### src/rtl/ysyx_22040386_if_stage_if.sv
// Bundle of the fetch stage's non-clock signals: imem req/gnt/rvalid, redirect/stall, IF/ID outputs.
// Latency: none, wires only.
// Backpressure: load_use and gnt are carried here; the stage owns the master side.
interface ysyx_22040386_if_stage_if;
   logic        i_IF_jump_flag;
   logic [63:0] i_IF_jump_pc;
   logic        i_IF_load_use_flag;
   logic        o_IF_imem_req;
   logic [63:0] o_IF_imem_addr;
   logic        i_IF_imem_gnt;
   logic        i_IF_imem_rvalid;
   logic [31:0] i_IF_imem_rdata;
   logic        o_IF_valid;
   logic [31:0] o_IF_inst;
   logic [63:0] o_IF_pc;
   logic [4:0]  o_IF_rs1;
   logic [4:0]  o_IF_rs2;

   // Fetch stage side.
   modport master (
      input  i_IF_jump_flag, i_IF_jump_pc, i_IF_load_use_flag,
      input  i_IF_imem_gnt, i_IF_imem_rvalid, i_IF_imem_rdata,
      output o_IF_imem_req, o_IF_imem_addr,
      output o_IF_valid, o_IF_inst, o_IF_pc, o_IF_rs1, o_IF_rs2
   );

   // Memory / pipeline side.
   modport slave (
      output i_IF_jump_flag, i_IF_jump_pc, i_IF_load_use_flag,
      output i_IF_imem_gnt, i_IF_imem_rvalid, i_IF_imem_rdata,
      input  o_IF_imem_req, o_IF_imem_addr,
      input  o_IF_valid, o_IF_inst, o_IF_pc, o_IF_rs1, o_IF_rs2
   );
endinterface

### src/rtl/ysyx_22040386_if_stage.sv
// RV64 instruction fetch: owns PC and issues one req/gnt + rvalid fetch at a time.
// Latency: instruction is presented combinationally in the rvalid cycle; 2 cycles/inst at best.
// Backpressure: load_use parks a returned instruction in a one-entry hold buffer; jump redirects.
module ysyx_22040386_if_stage #(
   parameter logic [63:0] RESET_PC = 64'h0000_0000_8000_0000,
   parameter logic [31:0] NOP_INST = 32'h0000_0013
) (
   input logic                       i_IF_clk,
   input logic                       i_IF_rst,
   ysyx_22040386_if_stage_if.master  bus
);

   typedef enum logic [1:0] {S_REQ, S_WAIT, S_HOLD} state_t;

   state_t      state;
   logic [63:0] pc;
   logic        discard;
   logic [31:0] hold_inst;

   logic        jump;
   logic        load_use;
   logic [63:0] jump_target;
   logic        fresh;
   logic        valid;
   logic [31:0] inst;

   assign jump        = bus.i_IF_jump_flag;
   assign load_use    = bus.i_IF_load_use_flag;
   assign jump_target = {bus.i_IF_jump_pc[63:2], 2'b00};

   // A response that belongs to the current PC (not one orphaned by an earlier redirect).
   assign fresh = (state == S_WAIT) && bus.i_IF_imem_rvalid && !discard;

   // Choose what the IF/ID register sees this cycle: held inst, fresh response, or a bubble.
   always_comb begin
      valid = 1'b0;
      inst  = NOP_INST;
      if (!i_IF_rst) begin
         if (state == S_HOLD) begin
            valid = 1'b1;
            inst  = hold_inst;
         end else if (fresh && !jump) begin
            valid = 1'b1;
            inst  = bus.i_IF_imem_rdata;
         end
      end
   end

   assign bus.o_IF_imem_req  = !i_IF_rst && (state == S_REQ) && !jump;
   assign bus.o_IF_imem_addr = pc;
   assign bus.o_IF_valid     = valid;
   assign bus.o_IF_inst      = inst;
   // PC is frozen while an instruction is held, so the live PC is also the held one's PC.
   assign bus.o_IF_pc        = valid ? pc : 64'd0;
   assign bus.o_IF_rs1       = valid ? inst[19:15] : 5'd0;
   assign bus.o_IF_rs2       = valid ? inst[24:20] : 5'd0;

   // Fetch sequencing: redirect beats stall everywhere; PC advances once per consumed inst.
   always_ff @(posedge i_IF_clk) begin
      if (i_IF_rst) begin
         state     <= S_REQ;
         pc        <= RESET_PC;
         discard   <= 1'b0;
         hold_inst <= 32'd0;
      end else begin
         case (state)
            S_REQ: begin
               if (jump) begin
                  pc <= jump_target;
               end else if (bus.i_IF_imem_gnt) begin
                  state <= S_WAIT;
               end
            end
            S_WAIT: begin
               if (bus.i_IF_imem_rvalid) begin
                  state <= S_REQ;
                  if (discard) begin
                     // Orphaned response retired; a redirect arriving now still takes effect.
                     discard <= 1'b0;
                     if (jump) pc <= jump_target;
                  end else if (jump) begin
                     pc <= jump_target;
                  end else if (load_use) begin
                     hold_inst <= bus.i_IF_imem_rdata;
                     state     <= S_HOLD;
                  end else begin
                     pc <= pc + 64'd4;
                  end
               end else if (jump) begin
                  // The in-flight fetch is for the old path; drop it when it lands.
                  pc      <= jump_target;
                  discard <= 1'b1;
               end
            end
            S_HOLD: begin
               if (jump) begin
                  pc    <= jump_target;
                  state <= S_REQ;
               end else if (!load_use) begin
                  pc    <= pc + 64'd4;
                  state <= S_REQ;
               end
            end
            default: state <= S_REQ;
         endcase
      end
   end

endmodule

### src/flat_wrapper.sv
// flat-port wrapper written by rule: the top's interface ports become plain ports
module ysyx_22040386_if_stage_flat 
#(
   parameter logic [63:0] RESET_PC = 64'h0000_0000_8000_0000,
   parameter logic [31:0] NOP_INST = 32'h0000_0013
)
  (i_IF_clk, i_IF_rst, bus_i_IF_jump_flag, bus_i_IF_jump_pc, bus_i_IF_load_use_flag, bus_i_IF_imem_gnt, bus_i_IF_imem_rvalid, bus_i_IF_imem_rdata, bus_o_IF_imem_req, bus_o_IF_imem_addr, bus_o_IF_valid, bus_o_IF_inst, bus_o_IF_pc, bus_o_IF_rs1, bus_o_IF_rs2);
  ysyx_22040386_if_stage_if bus_i ();
  input logic i_IF_clk;
  input logic i_IF_rst;
  input wire logic [$bits(bus_i.i_IF_jump_flag)-1:0] bus_i_IF_jump_flag;
  input wire logic [$bits(bus_i.i_IF_jump_pc)-1:0] bus_i_IF_jump_pc;
  input wire logic [$bits(bus_i.i_IF_load_use_flag)-1:0] bus_i_IF_load_use_flag;
  input wire logic [$bits(bus_i.i_IF_imem_gnt)-1:0] bus_i_IF_imem_gnt;
  input wire logic [$bits(bus_i.i_IF_imem_rvalid)-1:0] bus_i_IF_imem_rvalid;
  input wire logic [$bits(bus_i.i_IF_imem_rdata)-1:0] bus_i_IF_imem_rdata;
  output wire logic [$bits(bus_i.o_IF_imem_req)-1:0] bus_o_IF_imem_req;
  output wire logic [$bits(bus_i.o_IF_imem_addr)-1:0] bus_o_IF_imem_addr;
  output wire logic [$bits(bus_i.o_IF_valid)-1:0] bus_o_IF_valid;
  output wire logic [$bits(bus_i.o_IF_inst)-1:0] bus_o_IF_inst;
  output wire logic [$bits(bus_i.o_IF_pc)-1:0] bus_o_IF_pc;
  output wire logic [$bits(bus_i.o_IF_rs1)-1:0] bus_o_IF_rs1;
  output wire logic [$bits(bus_i.o_IF_rs2)-1:0] bus_o_IF_rs2;
  assign bus_i.i_IF_jump_flag = bus_i_IF_jump_flag;
  assign bus_i.i_IF_jump_pc = bus_i_IF_jump_pc;
  assign bus_i.i_IF_load_use_flag = bus_i_IF_load_use_flag;
  assign bus_i.i_IF_imem_gnt = bus_i_IF_imem_gnt;
  assign bus_i.i_IF_imem_rvalid = bus_i_IF_imem_rvalid;
  assign bus_i.i_IF_imem_rdata = bus_i_IF_imem_rdata;
  assign bus_o_IF_imem_req = bus_i.o_IF_imem_req;
  assign bus_o_IF_imem_addr = bus_i.o_IF_imem_addr;
  assign bus_o_IF_valid = bus_i.o_IF_valid;
  assign bus_o_IF_inst = bus_i.o_IF_inst;
  assign bus_o_IF_pc = bus_i.o_IF_pc;
  assign bus_o_IF_rs1 = bus_i.o_IF_rs1;
  assign bus_o_IF_rs2 = bus_i.o_IF_rs2;
  ysyx_22040386_if_stage #(.RESET_PC(RESET_PC), .NOP_INST(NOP_INST)) u_core (.i_IF_clk(i_IF_clk), .i_IF_rst(i_IF_rst), .bus(bus_i));
endmodule
### config.mk
export PLATFORM = sky130hd
export DESIGN_NAME = ysyx_22040386_if_stage_flat
export DESIGN_NICKNAME = d
export VERILOG_FILES = /design/src/rtl/ysyx_22040386_if_stage_if.sv /design/src/rtl/ysyx_22040386_if_stage.sv /design/src/flat_wrapper.sv
export SDC_FILE = /design/constraint.sdc
export NUM_CORES = 1
export LEC_CHECK = 0
export CAP_MARGIN = 20
export CORE_UTILIZATION = 50
export CTS_BUF_LIST = sky130_fd_sc_hd__clkbuf_8
export CTS_CLUSTER_SIZE = 10
export DETAILED_ROUTE_END_ITERATION = 12
export HOLD_SLACK_MARGIN = 0.12
export PLACE_DENSITY = 0.9
export SLEW_MARGIN = 30
export SYNTH_ARGS = -nofsm -noshare
export SYNTH_HDL_FRONTEND = slang
export SYNTH_SLANG_ARGS = --single-unit
### constraint.sdc
create_clock -name i_IF_clk -period 5.3 [get_ports i_IF_clk]
set_input_delay 1.06 -clock i_IF_clk [delete_from_list [all_inputs] [get_ports i_IF_clk]]
set_output_delay 1.06 -clock i_IF_clk [all_outputs]
set_load 0.02 [all_outputs]
# == Word level (Yosys, flattened, before mapping) ==
# Cells that the tools add are included.
# Widths: inputs -> output; s select.
# totals
regBits,99
latch_bits,0
ram_bits,0
rom_bits,0
input_bits,102
word_cells,53
mem_count,0
# op_classes
add_sub_neg,1
multipliers,0
div,0
magnitude_cmp,0
n_eq_ne,6
shifts,0
n_mux,26
bitwise_logic,2
reduce_logical,14
# ops
op,count
$mux 64,6
$pmux 64 s3,1
$mux 32,3
$add 64x3->64 const B,1
$mux 2,8
$mux 5,2
$ne 2x2->1 const B,3
$pmux 2 s3,1
$logic_and 1x1->1,5
$mux 1,5
$reduce_and 5->1,1
$reduce_and 4->1,1
$logic_not 1->1,3
$ne 3x3->1 const B,1
$reduce_bool 3->1,1
$eq 2x1->1 const B,1
$eq 2x2->1 const B,1
$logic_not 2->1,1
$not 1->1,2
$reduce_and 2->1,1
$reduce_bool 2->1,1

# == Depth between registers and ports, before layout ==
# logic_depth
ltp_word,8
ltp_mapped,11

# == Worst setup path after synthesis ==
# No wires, ideal clock.
# synth_timing
path_kind,input-to-output
startpoint,input port bus_i_IF_jump_flag
endpoint,output port bus_o_IF_pc[55]
t_arrival_ns,2.481
t_required_ns,4.240
path_slack_ns,1.759
cell_stages,9
path_cell_list,buf_2 > clkinv_1 > a21oi_1 > or2_2 > clkbuf_1 > inv_1 > buf_2 > buf_2 > and2_1
# synth_between
elab_chain_cells,6
# synth_rtl
item,line_no,text
from (decl),flat_wrapper.sv:11,input wire logic [$bits(bus_i.i_IF_jump_flag)-1:0] bus_i_IF_jump_flag;
$logic_not 1->1,ysyx_22040386_if_stage.sv:42,end else if (fresh && !jump) begin
$logic_and 1x1->1,ysyx_22040386_if_stage.sv:42,
$mux 1,ysyx_22040386_if_stage.sv:42,
$mux 1,ysyx_22040386_if_stage.sv:39,if (state == S_HOLD) begin
$mux 1,ysyx_22040386_if_stage.sv:38,if (!i_IF_rst) begin
via bus_o_IF_valid,flat_wrapper.sv:19,output wire logic [$bits(bus_i.o_IF_valid)-1:0] bus_o_IF_valid;
$mux 64,ysyx_22040386_if_stage.sv:54,assign bus.o_IF_pc = valid ? pc : 64'd0;
to (decl),flat_wrapper.sv:21,output wire logic [$bits(bus_i.o_IF_pc)-1:0] bus_o_IF_pc;
# The timed path passes the listed nets, and every way through them passes these cells.

# == Worst setup path in the final report ==
# layout_timing
startpoint,input port bus_i_IF_imem_rvalid
endpoint,output port bus_o_IF_pc[50]
# layout_between
elab_chain_cells,7
# layout_rtl
item,line_no,text
from (decl),flat_wrapper.sv:15,input wire logic [$bits(bus_i.i_IF_imem_rvalid)-1:0] bus_i_IF_imem_rvalid;
$logic_and 1x1->1 (2 in a row),ysyx_22040386_if_stage.sv:32,assign fresh = (state == S_WAIT) && bus.i_IF_imem_rvalid && !discard;
$logic_and 1x1->1,ysyx_22040386_if_stage.sv:42,
$mux 1,ysyx_22040386_if_stage.sv:42,
$mux 1,ysyx_22040386_if_stage.sv:39,
$mux 1,ysyx_22040386_if_stage.sv:38,
$mux 64,ysyx_22040386_if_stage.sv:54,
# Every way passes these cells.

==> metrics.yaml <==
setup_path:
  crit_arrival_ns: 3.81
  path_delay_family: "buffers and inverters"
  crit_fanout: 28
  ff2ff_setup_slack_ns: 2.22
  critPathMaxStageDelay_ns: 0.65
  critPathKind: "primary input to output port"
  endpoint_kind: "output port"
  critPathSlowestCell: "clkdlybuf4s50_1"
  path_cells: "clkdlybuf4s50_1 > and3b_1 > a21oi_1 > or2_2 > inv_1 > buf_4 > and2_1 > clkdlybuf4s50_1"
  cp.required_ns: 4.24
  crit_buf_inv: 4
  cpMostUsedCell: "clkdlybuf4s50_1"
  start_kind: "primary input"
pwr:
  power_frac_seq_pct: 40.8
  pwr-share-clk_pct: 31.1
  switchingPower_w: 0.000716
  swShare_pct: 33.2
  cell_internal_pwr_w: 0.00144
  power_frac_comb_pct: 28.1
  max-vdd-ir-drop_mv: 0.132
  p_leak_nw: 3.46
  powerDensity_nw_per_um2: 216
placed_design:
  dp_hpwl_um: 17500
  io_buffers: 271
  place.gp.congestion: 0.924
synth:
  synth_edf_count: 0
  synth_seq_cells: 99
  syn_area_per_cell_um2: 7.31
  ys_types: 79
  synthArstFlopShare_pct: 0
  synth.top_cell.area_share_pct: 27.8
  yosysTopAreaCell: "dfxtp_1"
  synth_area_um2: 7130
  yosys_warnings: 0
  ys_seq_area_share_pct: 27.8
  synthTopCellsByArea: "dfxtp_1 28%, nor2_1 6.6%, a21oi_1 6.2%, nand2_1 5.9%, mux2i_1 5.5%"
  synth_nets: 1082
  synth-main-ff-cell: "dfxtp_1"
  syn-instance-count: 975
timing:
  finalCriticalPeriod_ns: 4.87
  finalSetupTns_ns: 0
  finalSetupViolCount: 0
  period_share_pct: 91.9
  worst_pin_slew_ns: 0.977
  rsz0062_at_grt: "no"
  max_clock_freq_ghz: 0.205
  fin_skew_ns: 0.00891
  slew_headroom_pct: 34.9
  hold_violations: 0
  drv_slew: 0
floorplanning:
  die_y_um: 121
  fp.coreArea_um2: 13900
  start_util_pct: 51.4
  rows: 43
  io_pins: 274
  dieArea_um2: 14700
  fp.dieW_um: 121
clocking:
  cts_setup_buffers: 0
  cts_buffer_depth: 2
  clk_latency_ns: 0.40
  ctsHoldBuffers: 0
  cts_tree: "yes"
  cts-root-buf: "clkbuf_8"
  clk_pin_slew_ns: 0.10
  clkSinkCount: 99
  cts-htree-levels: 3
  cts_buffers: 9
  ctsResizeCount: 0
detailed_routing:
  vias_per_cell: 6.19
  wl_per_cell_um: 18.6
  dr_total_vias: 8508
  drc: 0
  ant_nets: 0
  drt-total-wl_um: 25600
  dr.first_iter.drc_count: 1076
  drt_first_pass_iters: 5
grt:
  grt_use_total_pct: 34.2
  grt_pass1_wl_um: 39900
  antenna_found_initial: 0
  grt_overflow: 0
  grt_pass1_vias: 7701
  grt_max_degree: 88
final_layout:
  antenna_cells: 0
  final_common_cell: "clkdlybuf4s50_1"
  final_cell_mix: "269 x clkdlybuf4s50_1, 123 x nor2_1, 111 x nand2_1, 99 x dfxtp_1, 88 x a21oi_1"
  fillers: 1130
  nets: 1297
  post-route-util_pct: 72.1
  syn_to_final_growth_pct: 40.3
  drive_gt1_share_pct: 6.03
run_status:
  status: "finished, final reports clean"
job:
  maxCapViolations: 0
hold_path:
  hold_path.class: "register to register"
stage by stage:
step	area [um2]	setup WS [ns]	std cells	power (W)	hold slack, ns
after floorplan	7130	1.76	975	0.00123	0.436
after global placement	9730	0.561	1359	0.00148	0.441
after detailed placement	9730	0.472	1359	0.00149	0.446
after CTS	10000	0.454	1375	0.00215	0.461
after global routing	10000	0.303	1375	0.00224	0.480
final	10000	0.428	1375	0.00216	0.462
worst reg2reg max path, stage by stage, from the launching register on:
cell      delay, ns
dfxtp_1        0.34
inv_1          0.10
ha_2           0.19
buf_4          0.51
o21a_1         0.72
o21ai_0        0.44
nor2_1         0.26
a211oi_1       0.10
a311oi_1       0.33
path summary, 6_finish.rpt:
path | startpoint | endpoint | depth (start not counted)
setup / recovery | bus_i_IF_imem_rvalid | bus_o_IF_pc[50] | 8
hold / removal | u_core.hold_inst[31]$_SDFFE_PP0P_ | u_core.hold_inst[31]$_SDFFE_PP0P_ | 2
setup reg to reg | u_core.state[0]$_SDFFE_PP0P_ | u_core.bus.o_IF_imem_addr[61]$_SDFFE_PP0P_ | 8
hold reg to reg | u_core.hold_inst[31]$_SDFFE_PP0P_ | u_core.hold_inst[31]$_SDFFE_PP0P_ | 2
sequential cells by signal, summed over array words and instances (netlist names):
| signal | flops |
|---|---|
| u_core.bus.o_IF_imem_addr | 64 |
| u_core.state | 2 |
| u_core.hold_inst | 32 |
| u_core.discard | 1 |
Yosys cell counts (5+ instances only):
cell type  number
ha_1            5
nor3_2          5
a21o_1          9
clkbuf_1       51
or3_1           6
nor3_1         25
a21oi_1        88
nor4_1         10
a31oi_1        10
nand2b_1        9
a211oi_1       14
o31ai_1         9
mux2i_1        39
or2_2           7
and2_1         56
nand4_1        21
buf_2          11
clkbuf_8        8
a22oi_1         7
a41oi_1         6
nand2_1       112
o21ai_0        55
clkbuf_2        6
nor2_1        125
nand3_1        32
and3_1         14
o21a_1          6
a221oi_1       11
inv_1          21
a311oi_1       10
dfxtp_1        99
final cells by class:
cell class	instances	area [um2]	share of cell area, %
Inverter	22	82.6	0.825
Sequential cell	99	1980	19.8
Clock buffer	10	138	1.38
Multi-Input combinational cell	771	4620	46.2
Clock inverter	6	136	1.36
Timing Repair Buffer	287	2820	28.2
Tap cell	180	225	2.25
power by group through the flow:
stage	sequential [W]	combinational [W]	clock [W]
6_report	0.000881	0.000607	0.000672
5_1_grt	0.000889	0.000651	0.000704
4_1_cts	0.000877	0.000600	0.000671
3_5_place_dp	0.000894	0.000596	0
3_3_place_gp	0.000891	0.000586	0
2_1_floorplan	0.000910	0.000318	0
per-layer routing:
metal | global-route usage (%) | wire length (um) | vias to the layer above
met5 | 0 | 0 | -
met4 | 15.3 | 779 | 0
met3 | 5.31 | 2410 | 76
met2 | 55.6 | 12200 | 520
met1 | 44.2 | 10300 | 3952
li1 | - | - | 3960
logic make-up after synthesis:
logic type,share of synthesized area (%)
AOI/OAI and AO/OA,24.4
xor gates and xnor gates,0.123
adders and majority gates,0.877
buffers and inverters,7.61
DFF,27.8
muxes,5.47
and+or+nand+nor,33.7
No activity file was read; power rests on OpenSTA's default activity.
